## src/rtl/tomasulo_pkg.sv

```systemverilog
// Shared widths, opcodes and entry layout for the Tomasulo issue/RS/CDB slice.
package tomasulo_pkg;

  localparam int DATA_W = 16;
  localparam int TAG_W  = 3;
  localparam int FUNC_W = 4;

  localparam logic [FUNC_W-1:0] FUNC_ADD = 4'h0;
  localparam logic [FUNC_W-1:0] FUNC_SUB = 4'h1;

  typedef struct packed {
    logic              busy;
    logic [FUNC_W-1:0] func;
    logic [TAG_W-1:0]  dest;
    logic              pend_j;
    logic [TAG_W-1:0]  tag_j;
    logic [DATA_W-1:0] val_j;
    logic              pend_k;
    logic [TAG_W-1:0]  tag_k;
    logic [DATA_W-1:0] val_k;
  } rs_entry_t;

  function automatic logic cdb_hit(input logic cv, input logic [TAG_W-1:0] ct,
                                   input logic [TAG_W-1:0] t);
    return cv && (ct == t);
  endfunction

endpackage

```

## src/rtl/rs_age_select.sv

```systemverilog
// Age matrix for the reservation station; grants the oldest ready slot one-hot.
module rs_age_select #(
  parameter int N = 3
) (
  input  logic         clk1,
  input  logic         rst_n,
  input  logic         flush,
  input  logic [N-1:0] alloc,
  input  logic [N-1:0] busy,
  input  logic [N-1:0] ready,
  output logic [N-1:0] grant
);

  // older[j][i] = 1 means slot j was allocated before slot i
  logic [N-1:0] older [N];

  always_ff @(posedge clk1 or negedge rst_n) begin
    if (!rst_n) begin
      for (int j = 0; j < N; j++) older[j] <= '0;
    end else if (flush) begin
      for (int j = 0; j < N; j++) older[j] <= '0;
    end else begin
      for (int i = 0; i < N; i++) begin
        if (alloc[i]) begin
          for (int j = 0; j < N; j++) begin
            older[j][i] <= busy[j] && (j != i);
            older[i][j] <= 1'b0;
          end
        end
      end
    end
  end

  always_comb begin
    logic [N-1:0] col;
    grant = '0;
    col   = '0;
    for (int i = 0; i < N; i++) begin
      for (int j = 0; j < N; j++) col[j] = older[j][i];
      grant[i] = ready[i] && ((ready & col) == '0);
    end
  end

endmodule

```

## src/rtl/add_rs_unit.sv

```systemverilog
// Adder reservation station: allocates issued ops, snoops the CDB for pending
// operands and offers the oldest ready entry to the adder.
module add_rs_unit
  import tomasulo_pkg::*;
#(
  parameter int NUM_ENTRIES = 3
) (
  input  logic              clk1,
  input  logic              rst_n,
  input  logic              flush,
  input  logic              issue_valid,
  output logic              issue_ready,
  input  logic [FUNC_W-1:0] issue_func,
  input  logic [TAG_W-1:0]  issue_dest,
  input  logic              issue_qj_pend,
  input  logic [TAG_W-1:0]  issue_qj,
  input  logic [DATA_W-1:0] issue_vj,
  input  logic              issue_qk_pend,
  input  logic [TAG_W-1:0]  issue_qk,
  input  logic [DATA_W-1:0] issue_vk,
  input  logic              cdb_valid,
  input  logic [TAG_W-1:0]  cdb_tag,
  input  logic [DATA_W-1:0] cdb_data,
  output logic              disp_valid,
  input  logic              disp_ready,
  output logic [FUNC_W-1:0] disp_func,
  output logic [DATA_W-1:0] disp_a,
  output logic [DATA_W-1:0] disp_b,
  output logic [TAG_W-1:0]  disp_dest,
  output logic [1:0]        add_count
);

  localparam logic [1:0] FULL = 2'(NUM_ENTRIES);

  rs_entry_t ent     [NUM_ENTRIES];
  rs_entry_t ent_nxt [NUM_ENTRIES];
  rs_entry_t new_ent;

  logic [NUM_ENTRIES-1:0] busy, ready, grant, free_oh, alloc_go;
  logic [1:0]             count_nxt;
  logic                   do_alloc, fire;

  assign issue_ready = (add_count < FULL);
  assign do_alloc    = issue_valid && issue_ready && !flush;
  assign disp_valid  = |ready;
  assign fire        = disp_valid && disp_ready;
  assign alloc_go    = free_oh & {NUM_ENTRIES{do_alloc}};

  always_comb begin
    logic found;
    found   = 1'b0;
    free_oh = '0;
    for (int i = 0; i < NUM_ENTRIES; i++) begin
      busy[i]  = ent[i].busy;
      ready[i] = ent[i].busy && !ent[i].pend_j && !ent[i].pend_k;
      if (!ent[i].busy && !found) begin
        free_oh[i] = 1'b1;
        found      = 1'b1;
      end
    end
  end

  rs_age_select #(.N(NUM_ENTRIES)) u_age (
    .clk1  (clk1),
    .rst_n (rst_n),
    .flush (flush),
    .alloc (alloc_go),
    .busy  (busy),
    .ready (ready),
    .grant (grant)
  );

  // grant is one-hot, so an OR-mux yields the selected entry and zero when idle
  always_comb begin
    disp_func = '0;
    disp_a    = '0;
    disp_b    = '0;
    disp_dest = '0;
    for (int i = 0; i < NUM_ENTRIES; i++) begin
      if (grant[i]) begin
        disp_func = disp_func | ent[i].func;
        disp_a    = disp_a    | ent[i].val_j;
        disp_b    = disp_b    | ent[i].val_k;
        disp_dest = disp_dest | ent[i].dest;
      end
    end
  end

  // A pending operand whose producer broadcasts in the issue cycle is captured directly
  always_comb begin
    new_ent.busy   = 1'b1;
    new_ent.func   = issue_func;
    new_ent.dest   = issue_dest;
    new_ent.tag_j  = issue_qj;
    new_ent.tag_k  = issue_qk;
    new_ent.pend_j = issue_qj_pend && !cdb_hit(cdb_valid, cdb_tag, issue_qj);
    new_ent.pend_k = issue_qk_pend && !cdb_hit(cdb_valid, cdb_tag, issue_qk);
    new_ent.val_j  = (issue_qj_pend && cdb_hit(cdb_valid, cdb_tag, issue_qj)) ? cdb_data : issue_vj;
    new_ent.val_k  = (issue_qk_pend && cdb_hit(cdb_valid, cdb_tag, issue_qk)) ? cdb_data : issue_vk;
  end

  always_comb begin
    count_nxt = '0;
    for (int i = 0; i < NUM_ENTRIES; i++) begin
      ent_nxt[i] = ent[i];
      if (ent[i].busy && ent[i].pend_j && cdb_hit(cdb_valid, cdb_tag, ent[i].tag_j)) begin
        ent_nxt[i].pend_j = 1'b0;
        ent_nxt[i].val_j  = cdb_data;
      end
      if (ent[i].busy && ent[i].pend_k && cdb_hit(cdb_valid, cdb_tag, ent[i].tag_k)) begin
        ent_nxt[i].pend_k = 1'b0;
        ent_nxt[i].val_k  = cdb_data;
      end
      if (fire && grant[i]) ent_nxt[i].busy = 1'b0;
      if (alloc_go[i])      ent_nxt[i]      = new_ent;
      if (flush)            ent_nxt[i].busy = 1'b0;
      count_nxt = count_nxt + 2'(ent_nxt[i].busy);
    end
  end

  always_ff @(posedge clk1 or negedge rst_n) begin
    if (!rst_n) begin
      for (int i = 0; i < NUM_ENTRIES; i++) ent[i] <= '0;
      add_count <= '0;
    end else begin
      ent       <= ent_nxt;
      add_count <= count_nxt;
    end
  end

endmodule

```

## config.mk

```make
export PLATFORM = sky130hd
export DESIGN_NAME = add_rs_unit
export DESIGN_NICKNAME = d
export VERILOG_FILES = /design/src/rtl/tomasulo_pkg.sv /design/src/rtl/rs_age_select.sv /design/src/rtl/add_rs_unit.sv
export SDC_FILE = /design/constraint.sdc
export NUM_CORES = 1
export LEC_CHECK = 0
export ABC_CLOCK_PERIOD_IN_PS = 4600
export CAP_MARGIN = 25
export CORE_AREA = 5 5 121 123
export DETAILED_ROUTE_END_ITERATION = 8
export DIE_AREA = 0 0 126 128
export GPL_ROUTABILITY_DRIVEN = 1
export GPL_TIMING_DRIVEN = 0
export PLACE_DENSITY = 0.85
export SKIP_LAST_GASP = 1
export SLEW_MARGIN = 30
export SYNTH_ARGS = -nofsm -noshare
export SYNTH_HDL_FRONTEND = slang
export SYNTH_SLANG_ARGS = --single-unit
```

## constraint.sdc

```tcl
create_clock -name clk1 -period 4.6 [get_ports clk1]
set_clock_uncertainty 0.15 [all_clocks]
set_input_delay 1.38 -clock clk1 [delete_from_list [all_inputs] [get_ports clk1]]
set_output_delay 1.38 -clock clk1 [all_outputs]
set_load 0.03 [all_outputs]
```

==> metrics.md, run 1 <==
| Metric | Value |
|---|---|
| CP Data Required Time | `between 3 and 4 ns` |
| Starting DRT DRC Count | `999` |
| Die Wd | `between 100 and 150 um` |
| Critical Path AT | `2.98 ns` |
| Num Clock Sinks | `between 150 and 200` |
| Final setup vio count | `0` |
| NumNets Final | `approximately 960` |
| Flops & latches, synth | `152` |
| Clk buf depth | `2` |
| RSZ-0062 raised after global routing | `yes` |
| Outcome | `completed` |
| Post-synth top area share | `0.494` |
| Syn. warnings | `0` |
| Most frequent cell after synthesis | `nand2_1` |
| Hold buffer count at cts | `0` |
| Worst Path Max Fanout | `10` |
| Vias in the first global route | `around 7,100` |
| Synth Cell Area | `about 7700 sq um` |
| Worst vdd ir | `0.000285 V` |
| Post-synth top cells | `nand2_1 (207), dfrtp_1 (152), or3_1 (97)` |
| Initial antenna violation count | `0` |
| Syn-to-layout area delta | `26.3%` |
| Worst-path clk slew | `0.06 ns` |
| Grt ovf | `0` |
| Total Routing Usage GR | `0.297` |
| Fmax | `between 200 and 250 MHz` |
| Slew @ Worst Pin | `approximately 0.90 ns` |
| Routed Antenna Nets | `0` |
| Post-route minimum period | `about 4.5 ns` |
| Avg Inst Size Synth | `10.2 sq um` |
| Worst Setup Path Type | `reg -> out` |
| Drt total wl | `approximately 24,000 um` |
| Syn nets | `between 800 and 900` |
| Post-synth ARST share | `1.00` |
| Cells after Synth | `753` |
| Slew Viols, Final | `0` |
| DP HPWL | `between 15,000 and 20,000 um` |
| Fin cells | `approximately 1,100` |
| Largest net degree at the start of global routing | `84` |
| I/O pin cnt | `around 120` |
| Min-Delay Path Class | `reg -> reg` |
| Row count | `43` |
| Post-synth EDFFs | `0` |
| Ys flop type | `dfrtp_1` |
| Endpoint class of the critical path | `primary output` |
| Leak Pwr | `4.35 nW` |
| Worst hold margin | `~0.33 ns` |
| Cts bufs inserted | `17` |
| Period utilization | `0.981` |
| Die height | `approximately 130 um` |
| Die area | `roughly 16,000 sq um` |
| Final WS setup | `between 0.08 and 0.09 ns` |
| Via count | `around 7,000` |
| Seq/Total Area, Yosys | `0.494` |
| Final-report hold violation count | `0` |
| TritonCTS clock tree | `built` |
| Top post-synthesis cells by area | `dfrtp_1 (49%), o221a_2 (12%), nand2_1 (10%), or3_1 (7.9%), a22oi_1 (3.8%)` |
| Top cell type by total area after synthesis | `dfrtp_1` |
| GPL Wtd Cong | `approximately 0.90` |
| Relative slew slack | `0.396` |
| Wire length per cell | `between 20 and 25 um` |
| Power per cell area | `between 400 and 500 nW/um^2` |
| IO buf count | `110` |
| TNS Setup | `0 ns` |
| First-pass GRT wire length | `37,400 um` |
| Unique masters post-synth | `between 40 and 50` |
| CTS H-tree depth | `4` |
| FILL cells | `~980` |
| Worst-skew pair later-pin latency | `0.43 ns` |
| Placed insts | `between 1,000 and 1,500` |
| Clk root buf | `clkbuf_16` |
| DRC viols | `0` |
| Ant. Diodes | `0` |
| Fraction of layout cells with a size suffix above 1 | `0.193` |
| Pre-CTS setup slack | `around 0.20 ns` |
| Max-Cap Viols | `0` |
| Via density | `about 6.5` |
| Initial core utilization | `0.568` |
| Startpoint types | `flip-flop` |
| Core Box Area | `approximately 14,000 sq um` |
| DR pass1 iterations | `6` |
cells by family after synthesis:
kind of cell	after synthesis	share of synthesized area
XOR/XNOR	24	0.0283
flip-flops	152	0.494
AND/OR/NAND/NOR	343	0.217
buffers and inverters	68	0.0470
AO/OA/AOI/OAI	165	0.211
adder cells (fa/ha/maj)	1	0.00260
sequential cells by signal, summed over array words and instances, names as in the netlist:
name / cells
add_count: 2
busy: 3
ent: 141
u_age.older: 6
cell usage in the layout (no fill, tap or decap), drive strengths merged, types with 5 or more instances in the layout:
cell type      netlist  layout
o221a               96      96
a21oi                5       5
clkdlybuf4s50        0      99
buf                 37      38
nand3               10      10
nand2              208     208
clkbuf              28      51
xor2                24      24
a22oi               39      39
or3                 97      97
dfrtp              152     152
dlymetal6s2s         0      10
nor4                 6       6
area by class of cell:
type                    count  area, sq um  share of cell area
repair buffers            111         1160               0.119
multi-input cells         533         3560               0.366
well taps                 180          225              0.0232
inverters                   3         11.3             0.00116
clock buffers              22          464              0.0477
clock inverters             9          148              0.0152
flip-flops and latches    152         3800               0.391
plain buffers              65          359              0.0369
where the power goes:
group / total, W / switching (W) / leakage [nW] / internal [W]
Sequential: 0.00193 / 0.000233 / 1.84 / 0.00170
Clock: 0.00147 / 0.000537 / 0.300 / 0.000929
Combinational: 0.00108 / 0.000510 / 2.22 / 0.000567
Total: 0.00448 / 0.00128 / 4.35 / 0.00320
critical path: stages, from the launching register on:
cell and delay (ns):
dfrtp_1 0.35, buf_2 0.21, or3b_1 0.41, a221oi_2 0.32, buf_2 0.36, a22oi_1 0.12
nand2_1 0.13, clkdlybuf4s50_1 0.68
per-stage QoR:
step	utilization	power, W	instance area (sq um)
after detailed placement	0.668	0.00301	9060
after CTS	0.714	0.00447	9680
after global routing	0.717	0.00465	9730
after global placement	0.666	0.00294	9020
after floorplan	-	0.00259	7700
final	0.717	0.00448	9730
per-layer routing:
| layer | track usage | vias to the layer above | routed length (um) |
|---|---|---|---|
| li1 | - | 3035 | - |
| met1 | 0.382 | 3468 | 9260 |
| met2 | 0.475 | 432 | 11400 |
| met3 | 0.0667 | 79 | 2070 |
| met4 | 0.153 | 0 | 1110 |
| met5 | 0 | - | 0 |
repair_timing:
action                     CTS  global route
setup endpoints to repair   20            39
gates resized for setup      4            15
buffers inserted             0             0
path summary, 6_finish.rpt:
check / cells past startpoint / to / slack [ns] / start
hold reg to reg: 2 / ent[94] / 0.33 / ent[94]
setup / recovery: 7 / disp_b[15] / 0.09 / busy[0]
max in group asynchronous: 2 / ent[139] / 2.77 / rst_n
hold / removal: 2 / ent[94] / 0.33 / ent[94]
min in group asynchronous: 1 / ent[103] / 0.75 / rst_n
setup reg to reg: 6 / add_count[0] / 1.62 / busy[1]
No activity file was read; power rests on OpenSTA's default activity.
==> run 2, diff against run 1 <==
--- a/config.mk
+++ b/config.mk
@@ -5,6 +5,7 @@
 export SDC_FILE = /design/constraint.sdc
 export NUM_CORES = 1
 export LEC_CHECK = 0
+export ABC_AREA = 0
 export ABC_CLOCK_PERIOD_IN_PS = 4600
 export CAP_MARGIN = 25
 export CORE_AREA = 5 5 121 123
==> results of run 2 <==
No change in the layout: final DEF, timing and power equal those of run 1.
==> run 3, diff against run 2 <==
--- a/config.mk
+++ b/config.mk
@@ -14,6 +14,7 @@
 export GPL_ROUTABILITY_DRIVEN = 1
 export GPL_TIMING_DRIVEN = 0
 export PLACE_DENSITY = 0.85
+export SETUP_SLACK_MARGIN = 0.05
 export SKIP_LAST_GASP = 1
 export SLEW_MARGIN = 30
 export SYNTH_ARGS = -nofsm -noshare
==> metrics.md, run 3 (synthesis gave the netlist of run 1 again) <==
| Metric | Value |
|---|---|
| Routed Antenna Nets | `0` |
| Period utilization | `0.983` |
| Power per cell area | `460 nW/um^2` |
| Clk root buf | `clkbuf_16` |
| Worst-skew pair later-pin latency | `0.43 ns` |
| Worst vdd ir | `approximately 0.00029 V` |
| Grt met1 use | `0.381` |
| Die height | `between 100 and 150 um` |
| Die Wd | `about 130 um` |
| GR Util met3 | `0.0621` |
| Most flop-heavy register | `ent` |
| Worst Path Max Fanout | `10` |
| Most frequent cells in the layout | `nand2_1 (207), dfrtp_1 (152), clkdlybuf4s50_1 (98)` |
| Worst Setup Path Type | `reg -> out` |
| Reg2reg setup slack | `approximately 1.6 ns` |
| Gr busiest metal | `met2` |
| Total Power | `about 0.0045 W` |
| CP Data Required Time | `between 3 and 4 ns` |
| Relative slew slack | `0.409` |
| Slew Viols, Final | `0` |
| Core Box Area | `13,600 sq um` |
| Largest net degree at the start of global routing | `84` |
| GPL Wtd Cong | `~0.9` |
| Most common cell after layout, fill and taps aside | `nand2_1` |
| Die area | `roughly 16,000 sq um` |
| Fraction of layout cells with a size suffix above 1 | `0.193` |
| TNS Setup | `0 ns` |
| TritonCTS clock tree | `built` |
| CTS H-tree depth | `4` |
| Final-report hold violation count | `0` |
| Grt ovf | `0` |
| First-pass GRT wire length | `~38,000 um` |
| RSZ-0062 raised after global routing | `yes` |
| Worst hold margin | `between 0.3 and 0.4 ns` |
| Setup bufs post-CTS | `0` |
| DR pass1 iterations | `6` |
| Startpoint types | `flip-flop` |
| Placed insts | `between 1,000 and 1,500` |
| Row count | `43` |
| Max-Cap Viols | `0` |
| Initial core utilization | `0.568` |
| Num Clock Sinks | `between 150 and 200` |
| Wire length per cell | `22.2 um` |
| Ant. Diodes | `0` |
| Max FFs per register | `141` |
| Endpoint class of the critical path | `primary output` |
| Syn-to-layout area delta | `26.4%` |
| DRC viols | `0` |
| Outcome | `completed` |
| Fin cells | `1,075` |
| Critical Path AT | `2.99 ns` |
| Dpl cell area | `roughly 9000 sq um` |
| Fin area | `between 9000 and 10,000 sq um` |
| Vias in the first global route | `a little over 7,000` |
| I/O pin cnt | `between 100 and 150` |
| Total Routing Usage GR | `0.298` |
| NumNets Final | `around 960` |
| Fmax | `221 MHz` |
| DP HPWL | `between 15,000 and 20,000 um` |
| Via density | `between 6 and 7` |
| Starting DRT DRC Count | `895` |
| Drt total wl | `23,900 um` |
| Post-route minimum period | `roughly 4.5 ns` |
| Leak Pwr | `roughly 4.4 nW` |
| IO buf count | `between 100 and 150` |
| Clk buf depth | `2` |
| Cts bufs inserted | `17` |
| Via count | `6,928` |
| Global-route track usage on met2 | `0.479` |
| Slew @ Worst Pin | `between 0.8 and 0.9 ns` |
| Final setup vio count | `0` |
| Worst-path clk slew | `approximately 0.06 ns` |
| Min-Delay Path Class | `reg -> reg` |
| Initial antenna violation count | `0` |
[run 3: cell types whose count changed in the layout (fill, tap and decap cells not counted)]
cell	before	now
clkbuf_4	1	3
dlymetal6s2s_1	10	11
buf_2	23	22
clkbuf_2	6	5
clkdlybuf4s50_1	99	98
[run 3: metrics by stage]
step | utilization | worst slack [ns]
after global routing | 0.718 | -0.00000555
after detailed placement | 0.668 | 0.199
after global placement | 0.666 | -3.77
final | 0.718 | 0.0771
after floorplan | - | 1.32
after CTS | 0.715 | 0.0870
[run 3: routing by layer]
| layer | part of all wire | up-vias |
|---|---|---|
| li1 | - | 3029 |
| met1 | 0.39 | 3408 |
| met2 | 0.48 | 412 |
| met3 | 0.089 | 79 |
| met4 | 0.046 | 0 |
| met5 | 0 | - |
[run 3: final timing paths]
kind	startpoint	to	cells past startpoint
setup / recovery	busy[0]	disp_b[15]	7
hold / removal	ent[94]	ent[94]	2
setup reg to reg	busy[1]	add_count[0]	6
hold reg to reg	ent[94]	ent[94]	2
max in group asynchronous	rst_n	ent[125]	2
min in group asynchronous	rst_n	ent[103]	1
[run 3: final cells by class]
type | instances | area, sq um
Buffer | 65 | 364
Clock buffer | 22 | 464
Clock inverter | 9 | 148
Fill cell | 973 | 3820
Inverter | 3 | 11.3
Multi-Input combinational cell | 533 | 3560
Sequential cell | 152 | 3800
Tap cell | 180 | 225
Timing Repair Buffer | 111 | 1160
[run 3: worst max-delay path, stage by stage (launching register included)]
cell and delay [ns]:
dfrtp_1 0.35, buf_2 0.21, or3b_1 0.41, a221oi_2 0.31
buf_2 0.37, a22oi_1 0.12, nand2_1 0.12, clkdlybuf4s50_1 0.68
[run 3: where the power goes]
part / switching (W) / internal [W] / leakage (nW)
Clock: 0.000537 / 0.000929 / 0.300
Sequential: 0.000233 / 0.00170 / 1.84
Combinational: 0.000511 / 0.000568 / 2.23
[run 3: timing repair]
action / in CTS / in global routing
gates resized for setup: 7 / 15
endpoints found under the setup margin: 39 / 37
hold buffers: 0 / 0
pin swaps: 0 / 0
